<file path="config.mk">
export PLATFORM = sky130hd
export DESIGN_NAME = aq_spsram_128x8_ctrl
export DESIGN_NICKNAME = d
export VERILOG_FILES = /design/src/rtl/aq_spsram_128x8_ctrl.sv
export SDC_FILE = /design/constraint.sdc
export NUM_CORES = 1
export LEC_CHECK = 0
export BUFFER_PORTS_ARGS = -buffer_cell sky130_fd_sc_hd__buf_2
export CAP_MARGIN = 10
export CORE_UTILIZATION = 25
export DETAILED_ROUTE_END_ITERATION = 6
export HOLD_SLACK_MARGIN = 0.15
export MAX_ROUTING_LAYER = met4
export SLEW_MARGIN = 25
export SYNTH_ARGS = -nofsm -noshare
export SYNTH_HDL_FRONTEND = slang
export SYNTH_SLANG_ARGS = --single-unit
</file>
<file path="constraint.sdc">
create_clock -name CLK -period 2.8 [get_ports CLK]
set_clock_uncertainty 0.1 [all_clocks]
set_input_delay 0.28 -clock CLK [delete_from_list [all_inputs] [get_ports CLK]]
set_output_delay 0.28 -clock CLK [all_outputs]
set_load 0.01 [all_outputs]
</file>
<file path="src/rtl/aq_spsram_128x8_ctrl.sv">
// Sequencing/arbitration controller for a single-port 128x8 SRAM macro:
// optional post-reset zero fill, then round-robin sharing between two requesters.
module aq_spsram_128x8_ctrl #(
  parameter int ADDR_WIDTH = 7,
  parameter int DATA_WIDTH = 8,
  parameter int INIT_EN    = 1
) (
  input  logic                  CLK,
  input  logic                  RST,
  input  logic                  req0_vld,
  input  logic                  req0_wr,
  input  logic [ADDR_WIDTH-1:0] req0_addr,
  input  logic [DATA_WIDTH-1:0] req0_wdata,
  input  logic [DATA_WIDTH-1:0] req0_wmask,
  output logic                  req0_rdy,
  output logic                  rsp0_vld,
  output logic [DATA_WIDTH-1:0] rsp0_rdata,
  input  logic                  req1_vld,
  input  logic                  req1_wr,
  input  logic [ADDR_WIDTH-1:0] req1_addr,
  input  logic [DATA_WIDTH-1:0] req1_wdata,
  input  logic [DATA_WIDTH-1:0] req1_wmask,
  output logic                  req1_rdy,
  output logic                  rsp1_vld,
  output logic [DATA_WIDTH-1:0] rsp1_rdata,
  output logic                  init_done,
  output logic                  sram_cen,
  output logic                  sram_gwen,
  output logic [DATA_WIDTH-1:0] sram_wen,
  output logic [ADDR_WIDTH-1:0] sram_a,
  output logic [DATA_WIDTH-1:0] sram_d,
  input  logic [DATA_WIDTH-1:0] sram_q
);

  typedef enum logic {S_INIT, S_RUN} state_t;

  localparam state_t RST_STATE = (INIT_EN != 0) ? S_INIT : S_RUN;

  state_t                  state, state_nxt;
  logic [ADDR_WIDTH-1:0]   cnt;
  logic                    rr;
  logic                    pend, pend_id;
  logic                    init_done_q;
  logic                    gnt0, gnt1;
  logic                    sel_wr;
  logic [ADDR_WIDTH-1:0]   sel_addr;
  logic [DATA_WIDTH-1:0]   sel_wdata, sel_wmask;

  assign sel_wr    = gnt1 ? req1_wr    : req0_wr;
  assign sel_addr  = gnt1 ? req1_addr  : req0_addr;
  assign sel_wdata = gnt1 ? req1_wdata : req0_wdata;
  assign sel_wmask = gnt1 ? req1_wmask : req0_wmask;

  // NOTE: every output of this block gets a default first, so no path can infer a latch.
  always_comb begin
    state_nxt = state;
    gnt0      = 1'b0;
    gnt1      = 1'b0;
    sram_cen  = 1'b1;
    sram_gwen = 1'b1;
    sram_wen  = '1;
    sram_a    = '0;
    sram_d    = '0;
    // Reset is synchronous, so the port must be forced idle while RST is high.
    if (!RST) begin
      case (state)
        S_INIT: begin
          sram_cen  = 1'b0;
          sram_gwen = 1'b0;
          sram_wen  = '0;
          sram_a    = cnt;
          if (&cnt) state_nxt = S_RUN;
        end
        S_RUN: begin
          if (req0_vld && (!req1_vld || !rr)) gnt0 = 1'b1;
          else if (req1_vld)                  gnt1 = 1'b1;
          if (gnt0 || gnt1) begin
            sram_cen = 1'b0;
            sram_a   = sel_addr;
            if (sel_wr) begin
              sram_gwen = 1'b0;
              sram_wen  = ~sel_wmask;
              sram_d    = sel_wdata;
            end
          end
        end
        default: state_nxt = RST_STATE;
      endcase
    end
  end

  // NOTE: state registers use non-blocking assignments so every flop samples pre-edge values.
  always_ff @(posedge CLK) begin
    if (RST) begin
      state       <= RST_STATE;
      cnt         <= '0;
      rr          <= 1'b0;
      pend        <= 1'b0;
      pend_id     <= 1'b0;
      init_done_q <= (INIT_EN == 0);
    end else begin
      state <= state_nxt;
      if (state == S_INIT) cnt <= cnt + ADDR_WIDTH'(1);
      if (state == S_INIT && (&cnt)) init_done_q <= 1'b1;
      if (gnt0) rr <= 1'b1;
      if (gnt1) rr <= 1'b0;
      pend    <= (gnt0 || gnt1) && !sel_wr;
      pend_id <= gnt1;
    end
  end

  assign req0_rdy   = gnt0;
  assign req1_rdy   = gnt1;
  assign init_done  = init_done_q && !RST;
  assign rsp0_vld   = pend && !pend_id && !RST;
  assign rsp1_vld   = pend &&  pend_id && !RST;
  assign rsp0_rdata = rsp0_vld ? sram_q : '0;
  assign rsp1_rdata = rsp1_vld ? sram_q : '0;

endmodule

</file>
# Yosys cells after proc, flatten, opt, wreduce, memory -nomap -nowiden
# Cells that the tools add are included.
[classes]
addsub = 1
muxes = 37
bitwise = 2
n_reduce_logical = 18
[ops]
columns = ["op", "n"]
rows = [
  ["$mux W8", 11],
  ["$mux W7", 3],
  ["$mux W1", 19],
  ["$pmux W8 S2", 1],
  ["$pmux W7 S2", 1],
  ["$logic_and A1 B1 Y1", 8],
  ["$not A8 Y8", 1],
  ["$add A7 B1 Y7 const B", 1],
  ["$reduce_and A7 Y1", 1],
  ["$logic_not A1 Y1", 5],
  ["$pmux W1 S2", 2],
  ["$logic_or A1 B1 Y1", 3],
  ["$reduce_or A2 Y1", 1],
  ["$not A1 Y1", 1],
]
[word_totals]
regBits = 12
input_bits = 60
output_inout_bits = 46
elab_cells = 64

# Depth between registers and ports, before layout
[depth]
word_depth = 14
mapped_depth = 5
depth_no_buf = 5

# Worst setup path after synthesis
# No wires, ideal clock.
[synth_path]
path_kind = "flip-flop to output port"
start = "register state"
end = "output sram_a[0]"
arrival_time_ps = 1329
path_slack_ps = 1091
path_stages_with_launch = 6
path_cell_list = "dfxtp_1 nor2b_4 nand3_4 buf_12 mux2i_1 a211oi_2"
[synth_between]
elab_chain_len = 6
word_cells_on_any_way = 7
[synth_rtl]
columns = ["element", "line", "rtl"]
rows = [
  ["start: declaration", "39", "state_t state, state_nxt;"],
  ["start signal: assignment", "102", "state <= state_nxt;"],
  ["$mux W1", "66", "case (state)"],
  ["$mux W1", "65", "if (!RST) begin"],
  ["$mux W7", "50", "assign sel_addr = gnt1 ? req1_addr : req0_addr;"],
  ["$mux W7", "77", "if (gnt0 || gnt1) begin"],
  ["$pmux W7 S2 *", "66", ""],
  ["$mux W7 *", "65", ""],
  ["end: declaration", "30", "output logic [ADDR_WIDTH-1:0] sram_a,"],
]
# Every way passes the cells marked *; elsewhere a longest branch is shown, timed or not.

# Worst setup path after layout
[layout_path]
start = "register rr"
end = "output sram_wen[5]"
[layout_between]
elab_chain_len = 14
word_cells_on_any_way = 19
[layout_rtl]
columns = ["element", "line", "rtl"]
rows = [
  ["start: declaration", "41", "logic rr;"],
  ["start signal: assignment", "97", "rr <= 1'b0;"],
  ["start signal: assignment", "105", "if (gnt0) rr <= 1'b1;"],
  ["start signal: assignment", "106", "if (gnt1) rr <= 1'b0;"],
  ["$logic_not A1 Y1 *", "75", "if (req0_vld && (!req1_vld || !rr)) gnt0 = 1'b1;"],
  ["$logic_or A1 B1 Y1 *", "75", ""],
  ["$logic_and A1 B1 Y1 *", "75", ""],
  ["$mux W1", "75", ""],
  ["$mux W1", "66", ""],
  ["$mux W1", "65", ""],
  ["$mux W1", "66", ""],
  ["$mux W1", "65", ""],
  ["$mux W8", "52", "assign sel_wmask = gnt1 ? req1_wmask : req0_wmask;"],
  ["$not A8 Y8", "82", "sram_wen = ~sel_wmask;"],
  ["$mux W8", "80", "if (sel_wr) begin"],
  ["$mux W8 *", "77", ""],
  ["$pmux W8 S2 *", "66", ""],
  ["$mux W8 *", "65", ""],
  ["end: declaration", "29", "output logic [DATA_WIDTH-1:0] sram_wen,"],
]
# Every way passes the cells marked *; elsewhere a longest branch is shown, timed or not. The select of a mux whose other input is x is not followed.

==> results by group <==
Run status
  • Status: completed

Floorplanning
  • Die area: around 4700 sq um
  • Initial Util: 0.269
  • Core area: roughly 4100 sq um
  • I/O pin count: around 110
  • Rows: 23
  • Die height: a little under 70 um
  • Die width: 68.8 um

Logic synthesis
  • Synth area leader: dfxtp_1
  • Netlist cell types: 35
  • Predominant post-synthesis flop cell: dfxtp_1
  • Synth cell count leaders: and2_1 (16), nor2_1 (13), dfxtp_1 (12), nand2_1 (11), o21ai_1 (9)
  • Yosys top cell area share: 0.215
  • FFs w/ async S/R, synth: 0
  • Avg Inst Size Synth: ~8.3 sq um
  • Post-Syn Nets: approximately 200
  • Gate Count Post-Synth: approximately 130
  • Post-synthesis sequential area ratio: 0.215
  • Post-synth EDFFs: 0
  • Ranking of synthesized cells by area: dfxtp_1 (22%), and2_1 (9.0%), mux2_2 (8.1%), o221a_2 (8.1%), mux2i_1 (6.3%)
  • Most common cell in the netlist: and2_1
  • Seq cells post-synth: 12
  • Synth Cell Area: roughly 1100 sq um
  • Synth warn: 0

Setup path
  • CP Launch Point: rr
  • Arr. time, crit path: 1.84 ns
  • CP endpoint kind: primary output
  • Data required time of the worst path: about 2.4 ns
  • Crit path launch type: register
  • R2R Path Start: rr
  • Worst Path Max Fanout: 19
  • Crit Path Class: reg -> out

Clocking
  • Worst-skew pair later-pin latency: between 0.2 and 0.25 ns
  • Hold buffers post-CTS: 0
  • Htree depth: 1
  • Post-CTS Setup Bufs: 0
  • Gates resized, CTS repair: 0
  • Root Buffer: clkbuf_8
  • CTS Buf Count: 3
  • Longest Clk Path Bufs: 2
  • Clock Sinks: 12
  • CTS tree: done
  • CTS clock-pin slew for the worst setup and hold paths: roughly 0.05 ns

Flow run
  • Total of max-cap violations: 0

Placement
  • Detailed Place HPWL: around 2800 um
  • Placed Area: roughly 1700 sq um
  • Placer Congestion: about 0.73
  • Buffers on Ports: around 110
  • Setup WS pre-CTS: approximately 0.70 ns

Global routing
  • Initial antenna violation count: 0
  • Vias in the first global route: between 1000 and 1500
  • Largest net degree at the start of global routing: 20
  • GRT overflow: 0
  • First-pass GRT wire length: around 4700 um
  • Overall Global Routing Usage: 0.134

STA
  • Final Hold Viols: 0
  • Setup violators final: 0
  • Final setup TNS: 0 ns
  • Fin. max-slew vios: 0
  • Worst setup margin: just under 0.6 ns
  • RSZ-0062 raised after global routing: false
  • Worst relative slew slack: 0.506
  • Max Fclk: 0.451 GHz
  • Tcrit/Tclk final: 0.791
  • Worst-Margin Slew: between 0.7 and 0.8 ns
  • Post-layout minimum cycle time: between 2 and 2.5 ns

Drt
  • WL final: 3450 um
  • Via density: 4.54
  • DR vias: approximately 1300
  • DR WL/cell: ~12 um
  • TritonRoute pass-1 iters: 4
  • Initial DRC Count: 33
  • DRC viols: 0
  • Post-DRT Antenna Nets: 0

Layout
  • Ant diodes: 0
  • Final net count: roughly 300
  • Final Cell Area: about 1700 sq um
  • Area Growth Syn to Fin: 53.6%
  • Fillers: about 450
  • Proportion of layout cells with a drive suffix above 1: 0.567
  • Fin util: 0.413

Pwr
  • Static Leak: 0.000953 uW
  • Worst IR drop on VDD: between 0.2 and 0.3 mV
  • P per Cell Area: ~250 nW/um^2

Worst hold path
  • Min-delay worst type: in -> reg
  • Hold path start: RST
[where the power goes]
group	total (uW)	internal [uW]	leakage, uW	switching [uW]
Combinational	101	54.7	0.000835	46.7
Clock	153	94.4	0.0000216	58.5
Sequential	180	175	0.0000973	4.57
[path summary, 6_finish.rpt]
kind,end,slack (ns),depth (start not counted)
max,sram_wen[5],0.58,6
min,cnt[3],0.32,2
max reg2reg,rr,1.34,3
min reg2reg,rr,0.41,1
[state kept, by name, summed over array words and instances, names as in the netlist]
register     cells
rr               1
cnt              7
state            1
init_done_q      1
pend             1
pend_id          1
[critical path, stage by stage (launching register included)]
cell and delay (ns):
dfxtp_1 0.34, nand2b_1 0.27, nand3_4 0.31, inv_2 0.24
o221ai_4 0.18, o21ai_1 0.11, buf_2 0.15
[logic make-up (layout without fill, tap and decap cells)]
family | count (synthesis) | in the layout | share of synthesized area
AOI/OAI and AO/OA | 33 | 33 | 0.249
buffers and inverters | 11 | 115 | 0.0550
xor gates and xnor gates | 5 | 5 | 0.0393
muxes | 15 | 15 | 0.144
adders and majority gates | 1 | 1 | 0.0112
and+or+nand+nor | 57 | 57 | 0.286
DFF | 12 | 12 | 0.215
[per-stage QoR]
stage	total power (uW)	hold WS (ns)	std cells
floorplan	226	0.372	134
global placement	284	0.386	285
detailed placement	285	0.393	285
CTS	437	0.319	288
global route	456	0.356	288
finish	434	0.315	288
[metal layers]
layer	track usage	wire [um]	vias up
li1	-	-	688
met1	0.182	1570	571
met2	0.206	1630	49
met3	0.0378	248	0
met4	0.00510	0	0
met5	-	0	-
[placed cells by master (no fill, tap or decap), types with 2 or more instances in the layout]
cell type  instances
buf_2            105
and2_1            16
nor2_1            13
dfxtp_1           12
nand2_1           11
o21ai_1            9
o221a_2            8
mux2_2             8
mux2i_1            7
o21ai_0            6
inv_1              5
a21oi_1            3
nand3_1            3
xor2_1             3
clkbuf_8           3
and3_1             2
nor3_1             2
or3_1              2
nor2b_1            2
a31o_2             2
xnor2_1            2
[final cells by class]
type | count | area [sq um] | area share
Inverter | 6 | 22.5 | 0.0131
Clock buffer | 3 | 41.3 | 0.0241
Sequential cell | 12 | 240 | 0.140
Timing Repair Buffer | 106 | 533 | 0.311
Multi-Input combinational cell | 111 | 813 | 0.475
Tap cell | 50 | 62.6 | 0.0365
Note: power is estimated with default switching activity, not from simulation.
